`src/rtl/otter_pc_ctrl_if.sv`:
```
// Control bundle between the Otter sequencing FSM and the surrounding datapath
// (decoder, branch logic, memories, PC register, CSR file).
interface otter_pc_ctrl_if #(
  parameter int CNT_W = 32
);
  logic [6:0]       OPCODE;
  logic             IS_MRET;
  logic             BR_TAKEN;
  logic             IMEM_RDY;
  logic             DMEM_RDY;
  logic             INTR;
  logic             CSR_MIE;
  logic             PC_RST;
  logic             PC_WE;
  logic [2:0]       PC_SEL;
  logic             IMEM_RDEN;
  logic             DMEM_RDEN;
  logic             DMEM_WE;
  logic             RF_WE;
  logic             INT_TAKEN;
  logic             ILL_OP;
  logic             FETCH_ERR;
  logic [CNT_W-1:0] RETIRED;
  logic [2:0]       STATE;

  modport master (
    input  OPCODE, IS_MRET, BR_TAKEN, IMEM_RDY, DMEM_RDY, INTR, CSR_MIE,
    output PC_RST, PC_WE, PC_SEL, IMEM_RDEN, DMEM_RDEN, DMEM_WE, RF_WE,
           INT_TAKEN, ILL_OP, FETCH_ERR, RETIRED, STATE
  );

  modport slave (
    output OPCODE, IS_MRET, BR_TAKEN, IMEM_RDY, DMEM_RDY, INTR, CSR_MIE,
    input  PC_RST, PC_WE, PC_SEL, IMEM_RDEN, DMEM_RDEN, DMEM_WE, RF_WE,
           INT_TAKEN, ILL_OP, FETCH_ERR, RETIRED, STATE
  );
endinterface

```
`src/rtl/otter_pc_ctrl.sv`:
```
// Multicycle sequencer for the Otter CPU: fetch/exec/writeback/interrupt FSM that
// drives the PC register controls, memory and register-file strobes, and a retire counter.
module otter_pc_ctrl #(
  parameter int FETCH_TIMEOUT = 16,
  parameter int CNT_W         = 32
) (
  input  logic           CLK,
  input  logic           RST_N,
  otter_pc_ctrl_if.master bus
);

  localparam int TW = (FETCH_TIMEOUT > 2) ? $clog2(FETCH_TIMEOUT) : 1;

  localparam logic [6:0] OP_LOAD   = 7'b0000011;
  localparam logic [6:0] OP_STORE  = 7'b0100011;
  localparam logic [6:0] OP_BRANCH = 7'b1100011;
  localparam logic [6:0] OP_JAL    = 7'b1101111;
  localparam logic [6:0] OP_JALR   = 7'b1100111;
  localparam logic [6:0] OP_OP     = 7'b0110011;
  localparam logic [6:0] OP_OPIMM  = 7'b0010011;
  localparam logic [6:0] OP_LUI    = 7'b0110111;
  localparam logic [6:0] OP_AUIPC  = 7'b0010111;

  localparam logic [2:0] SEL_PC4    = 3'd0;
  localparam logic [2:0] SEL_JALR   = 3'd1;
  localparam logic [2:0] SEL_BRANCH = 3'd2;
  localparam logic [2:0] SEL_JAL    = 3'd3;
  localparam logic [2:0] SEL_MTVEC  = 3'd4;
  localparam logic [2:0] SEL_MEPC   = 3'd5;

  typedef enum logic [2:0] {
    S_INIT  = 3'd0,
    S_FETCH = 3'd1,
    S_EXEC  = 3'd2,
    S_WB    = 3'd3,
    S_INTR  = 3'd4
  } state_t;

  state_t           state, state_nxt;
  logic [TW-1:0]    tmo_cnt, tmo_cnt_nxt;
  logic             err_q;
  logic [CNT_W-1:0] retired;

  logic       complete, timeout;
  logic       pc_rst, pc_we, imem_rden, dmem_rden, dmem_we, rf_we, int_taken, ill_op;
  logic [2:0] pc_sel;

  always_comb begin
    state_nxt   = S_INIT;
    tmo_cnt_nxt = tmo_cnt;
    complete    = 1'b0;
    timeout     = 1'b0;
    pc_rst      = 1'b0;
    pc_we       = 1'b0;
    pc_sel      = SEL_PC4;
    imem_rden   = 1'b0;
    dmem_rden   = 1'b0;
    dmem_we     = 1'b0;
    rf_we       = 1'b0;
    int_taken   = 1'b0;
    ill_op      = 1'b0;

    case (state)
      S_INIT: begin
        pc_rst    = 1'b1;
        state_nxt = S_FETCH;
      end
      S_FETCH: begin
        imem_rden = 1'b1;
        if (bus.IMEM_RDY) begin
          tmo_cnt_nxt = '0;
          state_nxt   = S_EXEC;
        end else if (tmo_cnt == TW'(FETCH_TIMEOUT - 1)) begin
          // Give up on this fetch; restart from PC=0 with the sticky error raised.
          timeout     = 1'b1;
          tmo_cnt_nxt = '0;
          state_nxt   = S_INIT;
        end else begin
          tmo_cnt_nxt = tmo_cnt + TW'(1);
          state_nxt   = S_FETCH;
        end
      end
      S_EXEC: begin
        pc_we    = 1'b1;
        complete = 1'b1;
        if (bus.IS_MRET) begin
          pc_sel = SEL_MEPC;
        end else begin
          case (bus.OPCODE)
            OP_LOAD: begin
              pc_we     = 1'b0;
              dmem_rden = 1'b1;
              complete  = 1'b0;
              state_nxt = S_WB;
            end
            OP_STORE:  dmem_we = 1'b1;
            OP_BRANCH: pc_sel  = bus.BR_TAKEN ? SEL_BRANCH : SEL_PC4;
            OP_JAL: begin
              rf_we  = 1'b1;
              pc_sel = SEL_JAL;
            end
            OP_JALR: begin
              rf_we  = 1'b1;
              pc_sel = SEL_JALR;
            end
            OP_OP, OP_OPIMM, OP_LUI, OP_AUIPC: rf_we = 1'b1;
            default: ill_op = 1'b1;
          endcase
        end
      end
      S_WB: begin
        dmem_rden = 1'b1;
        if (bus.DMEM_RDY) begin
          rf_we    = 1'b1;
          pc_we    = 1'b1;
          complete = 1'b1;
        end else begin
          state_nxt = S_WB;
        end
      end
      S_INTR: begin
        pc_we     = 1'b1;
        pc_sel    = SEL_MTVEC;
        int_taken = 1'b1;
        state_nxt = S_FETCH;
      end
      default: state_nxt = S_INIT;
    endcase

    // Interrupts are only considered at an instruction boundary.
    if (complete) state_nxt = (bus.INTR && bus.CSR_MIE) ? S_INTR : S_FETCH;
  end

  always_ff @(posedge CLK or negedge RST_N) begin
    if (!RST_N) begin
      state   <= S_INIT;
      tmo_cnt <= '0;
      err_q   <= 1'b0;
      retired <= '0;
    end else begin
      state   <= state_nxt;
      tmo_cnt <= tmo_cnt_nxt;
      err_q   <= err_q | timeout;
      if (complete) retired <= retired + CNT_W'(1);
    end
  end

  assign bus.PC_RST    = pc_rst;
  assign bus.PC_WE     = pc_we;
  assign bus.PC_SEL    = pc_sel;
  assign bus.IMEM_RDEN = imem_rden;
  assign bus.DMEM_RDEN = dmem_rden;
  assign bus.DMEM_WE   = dmem_we;
  assign bus.RF_WE     = rf_we;
  assign bus.INT_TAKEN = int_taken;
  assign bus.ILL_OP    = ill_op;
  assign bus.FETCH_ERR = err_q | timeout;
  assign bus.RETIRED   = retired;
  assign bus.STATE     = state;

endmodule

```
`src/flat_wrapper.sv`:
```
// flat-port wrapper written by rule: the top's interface ports become plain ports
module otter_pc_ctrl_flat 
#(
  parameter int FETCH_TIMEOUT = 16,
  parameter int CNT_W         = 32
)
  (CLK, RST_N, bus_OPCODE, bus_IS_MRET, bus_BR_TAKEN, bus_IMEM_RDY, bus_DMEM_RDY, bus_INTR, bus_CSR_MIE, bus_PC_RST, bus_PC_WE, bus_PC_SEL, bus_IMEM_RDEN, bus_DMEM_RDEN, bus_DMEM_WE, bus_RF_WE, bus_INT_TAKEN, bus_ILL_OP, bus_FETCH_ERR, bus_RETIRED, bus_STATE);
  otter_pc_ctrl_if #(.CNT_W(CNT_W)) bus_i ();
  input  logic CLK;
  input  logic RST_N;
  input wire logic [$bits(bus_i.OPCODE)-1:0] bus_OPCODE;
  input wire logic [$bits(bus_i.IS_MRET)-1:0] bus_IS_MRET;
  input wire logic [$bits(bus_i.BR_TAKEN)-1:0] bus_BR_TAKEN;
  input wire logic [$bits(bus_i.IMEM_RDY)-1:0] bus_IMEM_RDY;
  input wire logic [$bits(bus_i.DMEM_RDY)-1:0] bus_DMEM_RDY;
  input wire logic [$bits(bus_i.INTR)-1:0] bus_INTR;
  input wire logic [$bits(bus_i.CSR_MIE)-1:0] bus_CSR_MIE;
  output wire logic [$bits(bus_i.PC_RST)-1:0] bus_PC_RST;
  output wire logic [$bits(bus_i.PC_WE)-1:0] bus_PC_WE;
  output wire logic [$bits(bus_i.PC_SEL)-1:0] bus_PC_SEL;
  output wire logic [$bits(bus_i.IMEM_RDEN)-1:0] bus_IMEM_RDEN;
  output wire logic [$bits(bus_i.DMEM_RDEN)-1:0] bus_DMEM_RDEN;
  output wire logic [$bits(bus_i.DMEM_WE)-1:0] bus_DMEM_WE;
  output wire logic [$bits(bus_i.RF_WE)-1:0] bus_RF_WE;
  output wire logic [$bits(bus_i.INT_TAKEN)-1:0] bus_INT_TAKEN;
  output wire logic [$bits(bus_i.ILL_OP)-1:0] bus_ILL_OP;
  output wire logic [$bits(bus_i.FETCH_ERR)-1:0] bus_FETCH_ERR;
  output wire logic [$bits(bus_i.RETIRED)-1:0] bus_RETIRED;
  output wire logic [$bits(bus_i.STATE)-1:0] bus_STATE;
  assign bus_i.OPCODE = bus_OPCODE;
  assign bus_i.IS_MRET = bus_IS_MRET;
  assign bus_i.BR_TAKEN = bus_BR_TAKEN;
  assign bus_i.IMEM_RDY = bus_IMEM_RDY;
  assign bus_i.DMEM_RDY = bus_DMEM_RDY;
  assign bus_i.INTR = bus_INTR;
  assign bus_i.CSR_MIE = bus_CSR_MIE;
  assign bus_PC_RST = bus_i.PC_RST;
  assign bus_PC_WE = bus_i.PC_WE;
  assign bus_PC_SEL = bus_i.PC_SEL;
  assign bus_IMEM_RDEN = bus_i.IMEM_RDEN;
  assign bus_DMEM_RDEN = bus_i.DMEM_RDEN;
  assign bus_DMEM_WE = bus_i.DMEM_WE;
  assign bus_RF_WE = bus_i.RF_WE;
  assign bus_INT_TAKEN = bus_i.INT_TAKEN;
  assign bus_ILL_OP = bus_i.ILL_OP;
  assign bus_FETCH_ERR = bus_i.FETCH_ERR;
  assign bus_RETIRED = bus_i.RETIRED;
  assign bus_STATE = bus_i.STATE;
  otter_pc_ctrl #(.FETCH_TIMEOUT(FETCH_TIMEOUT), .CNT_W(CNT_W)) u_core (.CLK(CLK), .RST_N(RST_N), .bus(bus_i));
endmodule
```
`config.mk`:
```
export PLATFORM = sky130hd
export DESIGN_NAME = otter_pc_ctrl_flat
export DESIGN_NICKNAME = d
export VERILOG_FILES = /design/src/rtl/otter_pc_ctrl_if.sv /design/src/rtl/otter_pc_ctrl.sv /design/src/flat_wrapper.sv
export SDC_FILE = /design/constraint.sdc
export NUM_CORES = 1
export LEC_CHECK = 0
export ABC_CLOCK_PERIOD_IN_PS = 1690
export CORE_UTILIZATION = 30
export CTS_CLUSTER_SIZE = 12
export DETAILED_ROUTE_END_ITERATION = 10
export PLACE_DENSITY_LB_ADDON = 0.3
export SYNTH_ARGS = -nofsm -noshare
export SYNTH_HDL_FRONTEND = slang
export SYNTH_SLANG_ARGS = --single-unit
```
`constraint.sdc`:
```
create_clock -name CLK -period 1.69 [get_ports CLK]
set_clock_uncertainty 0.05 [all_clocks]
set_input_delay 0.2535 -clock CLK [delete_from_list [all_inputs] [get_ports CLK]]
set_output_delay 0.2535 -clock CLK [all_outputs]
set_load 0.01 [all_outputs]
```
Yosys cells after proc, flatten, opt, wreduce, memory -nomap -nowiden
Cells that the tools add are included.

Eq/ne operators: 14. Mux-type cells: 37. Bitwise gates (word level): 1. $add $sub $neg: 2. Reduce and logical (&&, ||, !) cells: 5.

Operators with widths (number): $add A32 B1 Y32 const B (1); $eq A7 B6 Y1 const B (3); $eq A7 B7 Y1 const B (3); $mux W1 (20); $mux W3 (5); $eq A7 B5 Y1 const B (2); $pmux W3 S4 (1); $pmux W3 S3 (1); $reduce_or A9 Y1 (1); $mux W4 (2); $eq A7 B2 Y1 const B (1); $eq A3 B2 Y1 const B (2); $mux W2 (3); $pmux W1 S2 (3); $pmux W3 S2 (1); $reduce_or A6 Y1 (1); $add A4 B1 Y4 const B (1); $eq A4 B4 Y1 const B (1); $eq A3 B1 Y1 const B (1); $eq A3 B3 Y1 const B (1); $logic_not A3 Y1 (1); $pmux W1 S3 (1); $reduce_or A2 Y1 (1); $logic_and A1 B1 Y1 (1); $or A1 B1 Y1 (1).

Logic and storage cells: 63. Bits in registers: 40.

Logic depth before layout (Yosys ltp)
Gate-level depths: netlist of run 1.

Depth in word-level cells: 5. Depth in mapped cells: 6. Depth with buffers taken out: 6.

Worst setup path after synthesis of run 1
Ideal clock, no wire load.

Kind: reg2reg. Start point: reg u_core.retired[0] (netlist: u_core.bus.RETIRED[0]). End point: reg u_core.retired[16] (netlist: u_core.bus.RETIRED[16]). Cell stages (with the launch flop): 7. Path slack: -0.126 ns. Setup time: 0.127 ns. Clock period less this slack: 1.816 ns. Arrival time: 1.639 ns. Required time: 1.513 ns. Path buffers: 0. Cells stage by stage: dfrtp_1 > ha_1 > nand4_1 > nand2b_1 > or3_4 > nand3b_1 > xnor2_1.

Longest elaborated chain between the ends: 1.

RTL lines: start: declaration (RTL line otter_pc_ctrl.sv:42) `logic [CNT_W-1:0] retired;`; start signal: assignment (RTL line otter_pc_ctrl.sv:144) `if (complete) retired <= retired + CNT_W'(1);`; $add A32 B1 Y32 (RTL line otter_pc_ctrl.sv:144).

Every way passes these cells. A chain may end at the register's enable or synchronous reset.

Worst setup path after layout of run 1
Start point: in bus_OPCODE[2]. End point: out bus_ILL_OP.

Longest elaborated chain between the ends: 5. Elaborated cells on any way between the ends: 13.

RTL lines: start: declaration (RTL line flat_wrapper.sv:11) `input wire logic [$bits(bus_i.OPCODE)-1:0] bus_OPCODE;`; $eq A7 B2 Y1, or another cell as far along (RTL line otter_pc_ctrl.sv:89) `case (bus.OPCODE)`; $reduce_or A9 Y1 (no line) (*); $mux W1 (*) (RTL line otter_pc_ctrl.sv:89); $mux W1 (*) (RTL line otter_pc_ctrl.sv:86) `if (bus.IS_MRET) begin`; $mux W1 (*) (RTL line otter_pc_ctrl.sv:63) `case (state)`; end: declaration (RTL line flat_wrapper.sv:26) `output wire logic [$bits(bus_i.ILL_OP)-1:0] bus_ILL_OP;`.

Mark *: on every way between the ends. The rest lies on a longest branch, timed or not.

==> results of run 1 <==
logic make-up after synthesis:
kind of cell	after synthesis	share of synthesized area
compound gates	16	0.0477
xor+xnor	31	0.129
mux	2	0.0101
simple gates	108	0.307
buf+inv	7	0.0167
fa+ha+maj	2	0.0119
flops	40	0.477
registers in the layout (all words and copies together) (netlist names):
name / flops
u_core.err_q: 1
u_core.bus.STATE: 3
u_core.bus.RETIRED: 32
u_core.tmo_cnt: 4
final cells by class:
cell class	instances	area, sq um
Sequential cell	40	1000
Tap cell	80	100
Clock inverter	2	10.0
Inverter	4	17.5
Fill cell	600	3070
Clock buffer	6	82.6
Multi-Input combinational cell	159	1280
Timing Repair Buffer	135	1190
worst reg2reg max path: stages (launching register included):
cell and delay (ns):
dfrtp_2 0.40, and2b_2 0.27, nand2_2 0.07, buf_4 0.14, or4b_4 0.54, nor2_4 0.11
xor2_1 0.15
layout by cell type, fill, tap and decap left out, types with 3 or more instances in the layout:
cell / synthesis / final
buf_2: 1 / 10
dlygate4sd2_1: 0 / 9
nand3_1: 13 / 5
nand4_1: 7 / 7
nor2_1: 11 / 8
nor4_4: 2 / 3
inv_1: 4 / 3
and2_1: 4 / 4
and4_1: 5 / 5
buf_6: 1 / 15
buf_4: 0 / 58
nor3_2: 2 / 6
xnor2_1: 21 / 21
nand3_2: 0 / 7
nand2b_4: 0 / 3
and3_1: 13 / 10
dfrtp_1: 40 / 39
o21ai_0: 4 / 4
nor3_1: 10 / 5
nor2_4: 0 / 3
nand2_2: 0 / 4
a21oi_1: 5 / 3
nand2_1: 21 / 15
xor2_1: 10 / 10
clkdlybuf4s50_1: 0 / 37
clkbuf_8: 0 / 6
per-stage QoR:
step           setup TNS [ns]  instance area (sq um)   util  hold slack, ns
2_1_floorplan          -0.238                   2110      -         -0.0921
3_3_place_gp           -16.17                   3210  0.476           0.175
3_5_place_dp           -17.24                   3210  0.476           0.173
4_1_cts                -0.857                   3500  0.518           0.391
5_1_grt                 -2.60                   3680  0.545           0.413
6_report                -1.05                   3680  0.545           0.381
metal layers:
metal  part of all wire  vias to the layer above
met5                  0                        -
li1                   -                     1005
met1               0.43                      998
met4              0.010                        0
met3              0.043                        4
met2               0.52                       52
power groups by stage:
stage | clock, W | sequential [W] | combinational (W)
after floorplan | 0 | 0.00126 | 0.000421
after global placement | 0 | 0.00119 | 0.00122
after detailed placement | 0 | 0.00119 | 0.00123
after CTS | 0.000667 | 0.00118 | 0.00142
after global routing | 0.000696 | 0.00120 | 0.00174
final | 0.000644 | 0.00118 | 0.00162
how the worst max path moves through the flow:
stage / startpoint / endpoint
after floorplan: u_core.bus.RETIRED[0]$_DFFE_PN0P_ / u_core.bus.RETIRED[16]$_DFFE_PN0P_
after global placement: bus_OPCODE[4] / bus_PC_WE
after detailed placement: bus_OPCODE[4] / bus_ILL_OP
after CTS: u_core.bus.STATE[2]$_DFF_PN0_ / bus_ILL_OP
after global routing: bus_OPCODE[2] / bus_ILL_OP
final: bus_OPCODE[2] / bus_ILL_OP
repair_timing:
action / CTS / global route
setup endpoints to repair: 38 / 38
resized for setup: 89 / 36
hold endpoints to repair: 17 / 0
pin swaps: 20 / 16
buffers inserted: 10 / 10
hold buffers: 1 / 0
==> results by group, run 1 <==
STA
  – Final-report setup violation count: 19
  – Share of the clock period used by the worst path after layout: 1.09
  – Max-slew violation count: 0
  – Headroom to the max-slew limit: 0.711
  – Number of hold violations in the final report: 0
  – Unrepaired setup endpoints after global routing: yes
  – Period minus WS final: 1.85 ns
  – Worst path setup slack after routing: -0.156 ns
  – Highest Clock Rate: 542 MHz
  – Pin slew with the least headroom to its limit: 0.433 ns

GRT
  – Met2 layer usage reported by global route: 0.287
  – Met3 demand-to-capacity share in global routing: 0.0423
  – Initial antenna violation count: 0
  – Global-route track usage on met1: 0.182
  – Top Usage Layer GRT: met2
  – First-pass GRT wire length: between 9000 and 10000 microns
  – Total grt overflow: 0
  – Pin count of the biggest net entering global routing: 20
  – All-Layer GR Usage: 0.158
  – Via count of the first global-routing pass: 2031

Yosys
  – Number of enable flip-flop cells after synthesis: 0
  – Flops & latches, synth: 40
  – Total of warnings raised by yosys: 0
  – Share of the synthesized area in the top cell type: 0.477
  – Top_reg_cell synth: dfrtp_1
  – Mean area per synthesized cell: 10.2 sq um
  – Number of distinct library cell variants in the gate-level netlist after synthesis: 43
  – Sequential cell area fraction in the yosys report: 0.477
  – Post-synthesis cell type with the largest combined area: dfrtp_1
  – Synth Net Count: 223
  – Fraction of synthesis flops using an asynchronous set or reset pin: 1.00
  – Main area contributors after synthesis: dfrtp_1, xnor2_1, xor2_1
  – Mapped Area: 2100 sq um
  – Synth top cells by count: dfrtp_1, nand2_1, xnor2_1
  – Mapped Cells: between 200 and 250
  – Most repeated cell in the gate-level netlist after synthesis: dfrtp_1

Power and ir drop
  – Power Dens Cells: 934 nW/um^2
  – Post-layout power: 0.00344 W
  – Switching power summed over all nets: 0.00110 W
  – Clock network power share: 0.187
  – Portion of total power attributed to combinational logic: 0.469
  – Static power due to leakage: 1.75 nW
  – Register share of total power: 0.344
  – Cell internal pwr: 0.00234 W
  – Maximum resistive drop on vdd: between 0.0005 and 0.0006 V
  – Net switching fraction of the power: 0.319

CTS
  – Clock net sink count: 40
  – Reg clk slew, reported paths: 0.07 ns
  – Deepest clock path buffer count: 2
  – Worst-Skew Late Latency: 0.29 ns
  – Root buf cell: clkbuf_8
  – TritonCTS clock tree: built
  – Total clock buffers created by CTS: 5
  – CTS H-tree depth: 2

Critical path
  – Worst flop-to-flop path startpoint: u_core.bus.STATE[2]$_DFF_PN0_
  – Startpoint type of the worst setup path: primary input
  – Reg-to-reg setup timing slack: -0.11 ns
  – Signal arrival time at the worst endpoint: around 1.5 ns
  – CP peak stage delay: 0.27 ns
  – Slowest cell on the critical path: nor4_4
  – Kind of critical path: primary input to output pin
  – Data required time of the worst path: 1.39 ns
  – Total stage count of the critical path: 8
  – Number of buffers and inverters on the critical path: 4
  – Type of element capturing the critical path: output pin
  – Crit Path Max Fanout: 5
  – Logic depth of the worst register-to-register path: 6
  – Reg-to-reg critical path endpoint: u_core.bus.RETIRED[10]$_DFFE_PN0P_
  – Worst path top cell family by delay: buffers and inverters
  – CP cell instances: dlygate4sd2_1 -> buf_6 -> nand3_1 -> o22ai_1 -> and3_4 -> buf_4 -> nor4_4 -> buf_2

Finish
  – Layout overhead on the synthesized area: 75.7%
  – Net total in the final layout: 362
  – Antenna cells: 0
  – Proportion of layout cells with a drive suffix above 1: 0.422
  – Non-filler cells, final: ~430

Floorplan
  – Core area: 6760 sq um
  – Std-Cell Rows: 30
  – Die Outline Area: 7330 sq um
  – Boundary pin count: 62
  – Starting utilization of the core area: 0.310
  – Die X: roughly 86 microns
  – DIE HEIGHT: 85.6 microns

Drt
  – Count of TritonRoute iterations in the first routing pass: 7
  – Antenna-violating nets left: 0
  – Vias per Instance: around 4.8
  – Overall routed net length: about 5700 microns
  – Remaining routing DRC violations: 1
  – Routed wirelength normalized by instance count: 13.5 microns
  – 1st-iter DRT viols: 47
  – Number of vias after detailed routing: 2059

Status
  – Run status: complete, but fails checks
  – Violations in the final reports: design-rule violations, negative setup slack

Job
  – MaxCap Viol Count: 0

Placement
  – GPL Wtd Cong: 0.797
  – Number of buffer cells added on primary ports: 61
  – Final HPWL from detailed placement: 4100 microns
  – Placed Instances: 400
  – Worst slack, placed: -0.694 ns

Worst hold path
  – Classification of the worst-slack hold path: primary input to async pin
Power figures use the tool's default switching activity.
==> run 2, diff against run 1 <==
==> constraint.sdc (replaced) <==
create_clock -name CLK -period 1.69 [get_ports CLK]
set_clock_uncertainty 0.05 [all_clocks]
set_input_delay 0.338 -clock CLK [delete_from_list [all_inputs] [get_ports CLK]]
set_output_delay 0.338 -clock CLK [all_outputs]
set_load 0.01 [all_outputs]
==> run 2 against run 1 <==
Against the previous run: the flow finishes with violations (negative setup slack); global-route usage is 0.31 points lower; clock power is 20% higher; worst setup slack gained 0.020 ns; hold slack improved by 0.043 ns; sequential cell count stayed put; sequential power barely moved; largest power group unchanged.
==> results by group, run 2 (synthesized netlist as in run 1, its figures left out) <==
Status
  – Run status: complete, but fails checks
  – Violations in the final reports: negative setup slack

Power and ir drop
  – Clock network power share: 0.227 (+0.040)
  – Static power due to leakage: 1.84 nW (+5.5%)
  – Net switching fraction of the power: 0.316 (-0.00391)
  – Cell internal pwr: 0.00233 W (-0.36%)
  – Portion of total power attributed to combinational logic: 0.429 (-0.040)
  – Register share of total power: 0.344 (about the same)
  – Switching power summed over all nets: 0.00108 W (-2.1%)
  – Maximum resistive drop on vdd: 0.000504 V (-3.4%)
  – Power Dens Cells: 946 nW/um^2 (+1.2%)

CTS
  – Worst-Skew Late Latency: 0.29 ns (about the same)
  – Root buf cell: clkbuf_8
  – Reg clk slew, reported paths: 0.08 ns (about the same)
  – Clock net sink count: 40 (unchanged)
  – CTS H-tree depth: 2 (unchanged)
  – Total clock buffers created by CTS: 5 (unchanged)
  – TritonCTS clock tree: built
  – Deepest clock path buffer count: 2 (unchanged)

STA
  – Headroom to the max-slew limit: 0.643 (-0.0678)
  – Fin Setup TNS: -1.41 ns (-0.360 ns)
  – Max-slew violation count: 0 (unchanged)
  – Worst path setup slack after routing: -0.136 ns (+0.0197 ns)
  – Number of hold violations in the final report: 0 (unchanged)
  – Share of the clock period used by the worst path after layout: 1.08 (-0.0117)
  – Period minus WS final: 1.83 ns (-0.0197 ns)
  – Final-report setup violation count: 26 (+7)
  – Worst Hold Slack: 0.424 ns (+0.0427 ns)
  – Unrepaired setup endpoints after global routing: yes
  – Highest Clock Rate: 548 MHz (+1.1%)
  – Pin slew with the least headroom to its limit: 0.535 ns (+0.102 ns)

Critical path
  – Worst path top cell family by delay: simple AND/OR/NAND/NOR gates
  – Reg-to-reg critical path endpoint: u_core.bus.RETIRED[10]$_DFFE_PN0P_
  – Crit Path Max Fanout: 4 (-1)
  – Worst flop-to-flop path startpoint: u_core.bus.STATE[2]$_DFF_PN0_
  – Slowest cell on the critical path: dfrtp_2
  – Number of buffers and inverters on the critical path: 1 (-3)
  – Data required time of the worst path: 1.30 ns (-0.09 ns)
  – Startpoint type of the worst setup path: flop
  – Signal arrival time at the worst endpoint: 1.44 ns (-0.10 ns)
  – Reg-to-reg setup timing slack: -0.12 ns (about the same)
  – Logic depth of the worst register-to-register path: 6 (unchanged)
  – Type of element capturing the critical path: output pin
  – CP cell instances: and2b_2 -> nand2_2 -> nor4_4 -> buf_2
  – Kind of critical path: flop to output pin
  – CP peak stage delay: 0.40 ns (+0.13 ns)

Drt
  – Antenna-violating nets left: 0 (unchanged)
  – Count of TritonRoute iterations in the first routing pass: 4 (-3)
  – Number of vias after detailed routing: 2080 (+1.0%)
  – Remaining routing DRC violations: 0 (-1)
  – Overall routed net length: 5730 microns (-0.23%)
  – 1st-iter DRT viols: 59 (+26%)
  – Routed wirelength normalized by instance count: 13.3 microns (-1.2%)
  – Vias per Instance: 4.84 (about the same)

Placement
  – Final HPWL from detailed placement: 4030 microns (-1.7%)
  – Placed Instances: 401 (+0.25%)
  – Number of buffer cells added on primary ports: 61 (unchanged)
  – GPL Wtd Cong: 0.745 (-6.5%)
  – Placement-stage cell area: 3230 sq um (+0.39%)

Floorplan
  – Die X: 85.6 microns (unchanged)
  – Core area: 6760 sq um (unchanged)
  – Die Outline Area: 7330 sq um (unchanged)
  – Std-Cell Rows: 30 (unchanged)
  – DIE HEIGHT: 85.6 microns (unchanged)
  – Starting utilization of the core area: 0.310 (unchanged)
  – Boundary pin count: 62 (unchanged)

GRT
  – Total grt overflow: 0 (unchanged)
  – First-pass GRT wire length: 9020 microns (-0.91%)
  – Initial antenna violation count: 0 (unchanged)
  – Pin count of the biggest net entering global routing: 25 (+25%)
  – Via count of the first global-routing pass: 2010 (-1.0%)
  – All-Layer GR Usage: 0.155 (-0.00306)

Job
  – MaxCap Viol Count: 0 (unchanged)

Finish
  – Most frequent standard cell in the layout excluding fill and tap cells: buf_4
  – Proportion of layout cells with a drive suffix above 1: 0.400 (-0.0220)
  – Antenna cells: 0 (unchanged)
  – Net total in the final layout: 366 (+1.1%)
  – Largest register FFs: 32 (unchanged)
  – Non-filler cells, final: 430 (+0.94%)
  – Most frequent cells in the layout: buf_4, dfrtp_1, xnor2_1, clkdlybuf4s50_1, nand2_1
  – Layout Cell Area excl Fill: 3610 sq um (-2.1%)
  – Final standard cell utilization of the core: 0.534 (-0.0117)
  – Layout overhead on the synthesized area: 72.0%

Worst hold path
  – Classification of the worst-slack hold path: flop to flop
  – Cells on Worst Hold Path: 1
  – Hold Path Origin: u_core.err_q$_DFF_PN0_
  – End of the worst hold path: u_core.err_q$_DFF_PN0_
[run 2: cell count changes in the layout (fill, tap and decap cells not counted), sizes merged]
cell           before  now
clkdlybuf4s50      37   20
buf                85   92
dlygate4sd2         9   15
clkdlybuf4s15       1    4
dlymetal6s2s        2    5
clkbuf              6    8
bufinv              0    1
clkinv              2    1
[run 2: cell type report]
class	instances	area (sq um)
fill	619	3150
multi-input combinational	159	1220
timing repair buffer	139	1160
sequential	40	1000
tap	80	100
clock buffer	6	72.6
clock inverter	2	35.0
inverter	4	15.0
[run 2: worst register-to-register path: cells and delay by family (launching register included)]
family / cells / cell delay [ns]
XOR/XNOR: 1 / 0.14
flip-flops: 1 / 0.40
buffers and inverters: 1 / 0.14
AND/OR/NAND/NOR: 4 / 1.01
[run 2: layer usage]
metal  track usage  vias up  routed length [microns]
met5             0        -                        0
met2         0.277       60                     2990
li1              -     1017                        -
met4        0.0515        0                       91
met1         0.179      991                     2380
met3        0.0404       12                      271
[run 2: worst max path at each step]
stage / from / end / slack (ns) / depth (start not counted)
floorplan: u_core.bus.RETIRED[0]$_DFFE_PN0P_ / u_core.bus.RETIRED[16]$_DFFE_PN0P_ / -0.09 / 6
global placement: bus_OPCODE[4] / bus_ILL_OP / -0.80 / 5
detailed placement: bus_OPCODE[4] / bus_PC_WE / -0.79 / 6
CTS: u_core.bus.STATE[0]$_DFF_PN0_ / bus_PC_WE / -0.15 / 5
global route: u_core.bus.RETIRED[1]$_DFFE_PN0P_ / u_core.bus.RETIRED[10]$_DFFE_PN0P_ / -0.20 / 6
finish: u_core.bus.STATE[2]$_DFF_PN0_ / bus_ILL_OP / -0.14 / 4
[run 2: power by group through the flow]
| stage | Clock [W] | Combinational (W) | Sequential (W) |
|---|---|---|---|
| 2_1_floorplan | 0 | 0.000425 | 0.00126 |
| 3_3_place_gp | 0 | 0.00123 | 0.00118 |
| 3_5_place_dp | 0 | 0.00124 | 0.00119 |
| 4_1_cts | 0.000793 | 0.00134 | 0.00117 |
| 5_1_grt | 0.000830 | 0.00160 | 0.00119 |
| 6_report | 0.000775 | 0.00146 | 0.00117 |
[run 2: through the flow]
step | setup slack, ns | power, W
6_report | -0.136 | 0.00341
3_5_place_dp | -0.789 | 0.00244
4_1_cts | -0.148 | 0.00331
2_1_floorplan | -0.0883 | 0.00168
3_3_place_gp | -0.797 | 0.00242
5_1_grt | -0.197 | 0.00362
[run 2: timing repair]
action	CTS	global route
hold endpoints to repair	22	0
pin swaps	20	16
gates cloned	0	1
resized for setup	110	29
hold buffers	1	0
endpoints found under the setup margin	57	47
buffers inserted	7	12
==> run 3, diff against run 2 <==
CELL_PAD_IN_SITES_DETAIL_PLACEMENT = 0   (was default)
CELL_PAD_IN_SITES_GLOBAL_PLACEMENT = 1   (was default)
HOLD_SLACK_MARGIN = 0.12   (was default)
==> run 3 against run 2 <==
Against the previous run: the flow still finishes with violations (negative setup slack); final area up 7.4%; critical path depth up 1; wire length up 1.1%; worst setup slack worse by 0.037 ns; critical endpoint is now bus_PC_WE; largest cell class unchanged.
==> results by group, run 3 (synthesized netlist as in run 1, its figures left out) <==
STA
  – Period minus WS final: 1.86 ns (+0.0367 ns)
  – Unrepaired setup endpoints after global routing: yes
  – Worst path setup slack after routing: -0.173 ns (-0.0367 ns)
  – Final-report setup violation count: 29 (+12%)
  – Headroom to the max-slew limit: 0.759 (+0.116)
  – Number of hold violations in the final report: 0 (unchanged)
  – Highest Clock Rate: 537 MHz (-2.0%)
  – Share of the clock period used by the worst path after layout: 1.10 (+0.0217)
  – Fin Setup TNS: -1.66 ns (-0.244 ns)
  – Pin slew with the least headroom to its limit: 0.361 ns (-0.174 ns)
  – Max-slew violation count: 0 (unchanged)

Critical path
  – Startpoint type of the worst setup path: flop
  – Signal arrival time at the worst endpoint: 1.48 ns (+0.04 ns)
  – Number of buffers and inverters on the critical path: 1 (unchanged)
  – Data required time of the worst path: 1.30 ns (about the same)
  – Crit Path Max Fanout: 2 (-2)
  – Type of element capturing the critical path: output pin
  – Slowest cell on the critical path: dfrtp_1
  – CP peak stage delay: 0.40 ns (about the same)
  – Worst path top cell family by delay: simple AND/OR/NAND/NOR gates
  – CP cell instances: nor2_2 -> and4b_2 -> nor2_4 -> or2_4 -> buf_6
  – Kind of critical path: flop to output pin

GRT
  – First-pass GRT wire length: 9190 microns (+1.9%)
  – Pin count of the biggest net entering global routing: 16 (-36%)
  – All-Layer GR Usage: 0.155 (+0.000648)
  – Total grt overflow: 0 (unchanged)
  – Initial antenna violation count: 0 (unchanged)
  – Via count of the first global-routing pass: 2090 (+4.0%)

Floorplan
  – DIE HEIGHT: 85.6 microns (unchanged)
  – Boundary pin count: 62 (unchanged)
  – Std-Cell Rows: 30 (unchanged)
  – Starting utilization of the core area: 0.310 (unchanged)
  – Die X: 85.6 microns (unchanged)
  – Core area: 6760 sq um (unchanged)
  – Die Outline Area: 7330 sq um (unchanged)

Finish
  – Filler cell count in the final layout: 618 (-0.16%)
  – Non-filler cells, final: 430 (unchanged)
  – Antenna cells: 0 (unchanged)
  – Layout Cell Area excl Fill: 3870 sq um (+7.4%)
  – Sequential cell area in the final layout: 1010 sq um (+0.37%)
  – Most frequent cells in the layout: buf_4, dfrtp_1, buf_6, dlygate4sd2_1, clkdlybuf4s50_1
  – Multi-input gate area in the final layout: 1440 sq um (+19%)
  – Largest register FFs: 32 (unchanged)
  – Proportion of layout cells with a drive suffix above 1: 0.503 (+0.103)
  – Net total in the final layout: 366 (unchanged)
  – Most frequent standard cell in the layout excluding fill and tap cells: buf_4
  – Layout overhead on the synthesized area: 84.6%

Drt
  – Overall routed net length: 5790 microns (+1.1%)
  – Number of vias after detailed routing: 2081 (+0.048%)
  – Antenna-violating nets left: 0 (unchanged)
  – Routed wirelength normalized by instance count: 13.5 microns (+1.1%)
  – Vias per Instance: 4.84 (about the same)
  – Remaining routing DRC violations: 0 (unchanged)
  – Count of TritonRoute iterations in the first routing pass: 4 (unchanged)
  – 1st-iter DRT viols: 40 (-32%)

Placement
  – Number of buffer cells added on primary ports: 61 (unchanged)
  – Placed Instances: 396 (-1.2%)
  – Placement-stage cell area: 3190 sq um (-1.2%)
  – GPL Wtd Cong: 0.765 (+2.7%)
  – Final HPWL from detailed placement: 3980 microns (-1.3%)

CTS
  – Clock net sink count: 40 (unchanged)
  – Deepest clock path buffer count: 2 (unchanged)
  – Worst-Skew Late Latency: 0.29 ns (about the same)
  – Root buf cell: clkbuf_8
  – Total clock buffers created by CTS: 5 (unchanged)
  – TritonCTS clock tree: built
  – Reg clk slew, reported paths: 0.09 ns (about the same)
  – CTS H-tree depth: 2 (unchanged)

Power and ir drop
  – Power Dens Cells: 885 nW/um^2 (-6.4%)
  – Maximum resistive drop on vdd: 0.000520 V (+3.2%)
  – Static power due to leakage: 2.15 nW (+17%)
  – Post-layout power: 0.00343 W (+0.49%)

Status
  – Run status: complete, but fails checks
  – Violations in the final reports: negative setup slack

Worst hold path
  – Classification of the worst-slack hold path: primary input to async pin

Job
  – MaxCap Viol Count: 0 (unchanged)
## run 3: per-stage QoR
| stage | setup slack [ns] | util | hold slack (ns) |
|---|---|---|---|
| after CTS | -0.170 | 0.522 | 0.430 |
| after global routing | -0.246 | 0.573 | 0.441 |
| after floorplan | -0.0883 | - | -0.00759 |
| after global placement | -0.781 | 0.472 | 0.224 |
| final | -0.173 | 0.573 | 0.427 |
| after detailed placement | -0.790 | 0.472 | 0.222 |
## run 3: routing by layer
metal | wire length, microns | global-route usage
met3 | 252 | 0.0346
met1 | 2450 | 0.181
met5 | 0 | 0
met2 | 3060 | 0.294
met4 | 25 | 0.0273
## run 3: worst register-to-register path: cells and delay by family (launching register included)
| family | cells | cell delay, ns |
|---|---|---|
| AND/OR/NAND/NOR | 4 | 0.94 |
| flip-flops | 1 | 0.40 |
| buffers and inverters | 2 | 0.20 |
| XOR/XNOR | 1 | 0.12 |
## run 3: final cells by class
cell class	instances	share of cell area
Clock buffer	6	0.0213
Clock inverter	2	0.0100
Inverter	4	0.00388
Multi-Input combinational cell	159	0.372
Sequential cell	40	0.260
Tap cell	80	0.0259
Timing Repair Buffer	139	0.307
## run 3: worst paths after layout
check	startpoint	to	slack [ns]	cells after the start
setup / recovery	u_core.bus.STATE[0]$_DFF_PN0_	bus_PC_WE	-0.17	5
hold / removal	RST_N	u_core.bus.RETIRED[7]$_DFFE_PN0P_	0.43	2
setup reg to reg	u_core.bus.STATE[2]$_DFF_PN0_	u_core.bus.RETIRED[16]$_DFFE_PN0P_	-0.12	7
hold reg to reg	u_core.err_q$_DFF_PN0_	u_core.err_q$_DFF_PN0_	0.43	1
max in group asynchronous	RST_N	u_core.bus.RETIRED[25]$_DFFE_PN0P_	0.63	3
min in group CLK	u_core.err_q$_DFF_PN0_	u_core.err_q$_DFF_PN0_	0.43	1
## run 3: report_power, final
part	switching, W	internal [W]	leakage, nW
combinational	0.000643	0.000786	1.55
sequential	0.0000806	0.00108	0.533
clock	0.000351	0.000483	0.0614
## run 3: repair_timing
item / CTS / global route
setup buffers: 15 / 12
pin swaps: 31 / 40
cloned: 1 / 0
resized for setup: 124 / 77
endpoints found under the hold margin: 13 / 0
hold buffers: 1 / 0
setup endpoints to repair: 56 / 51
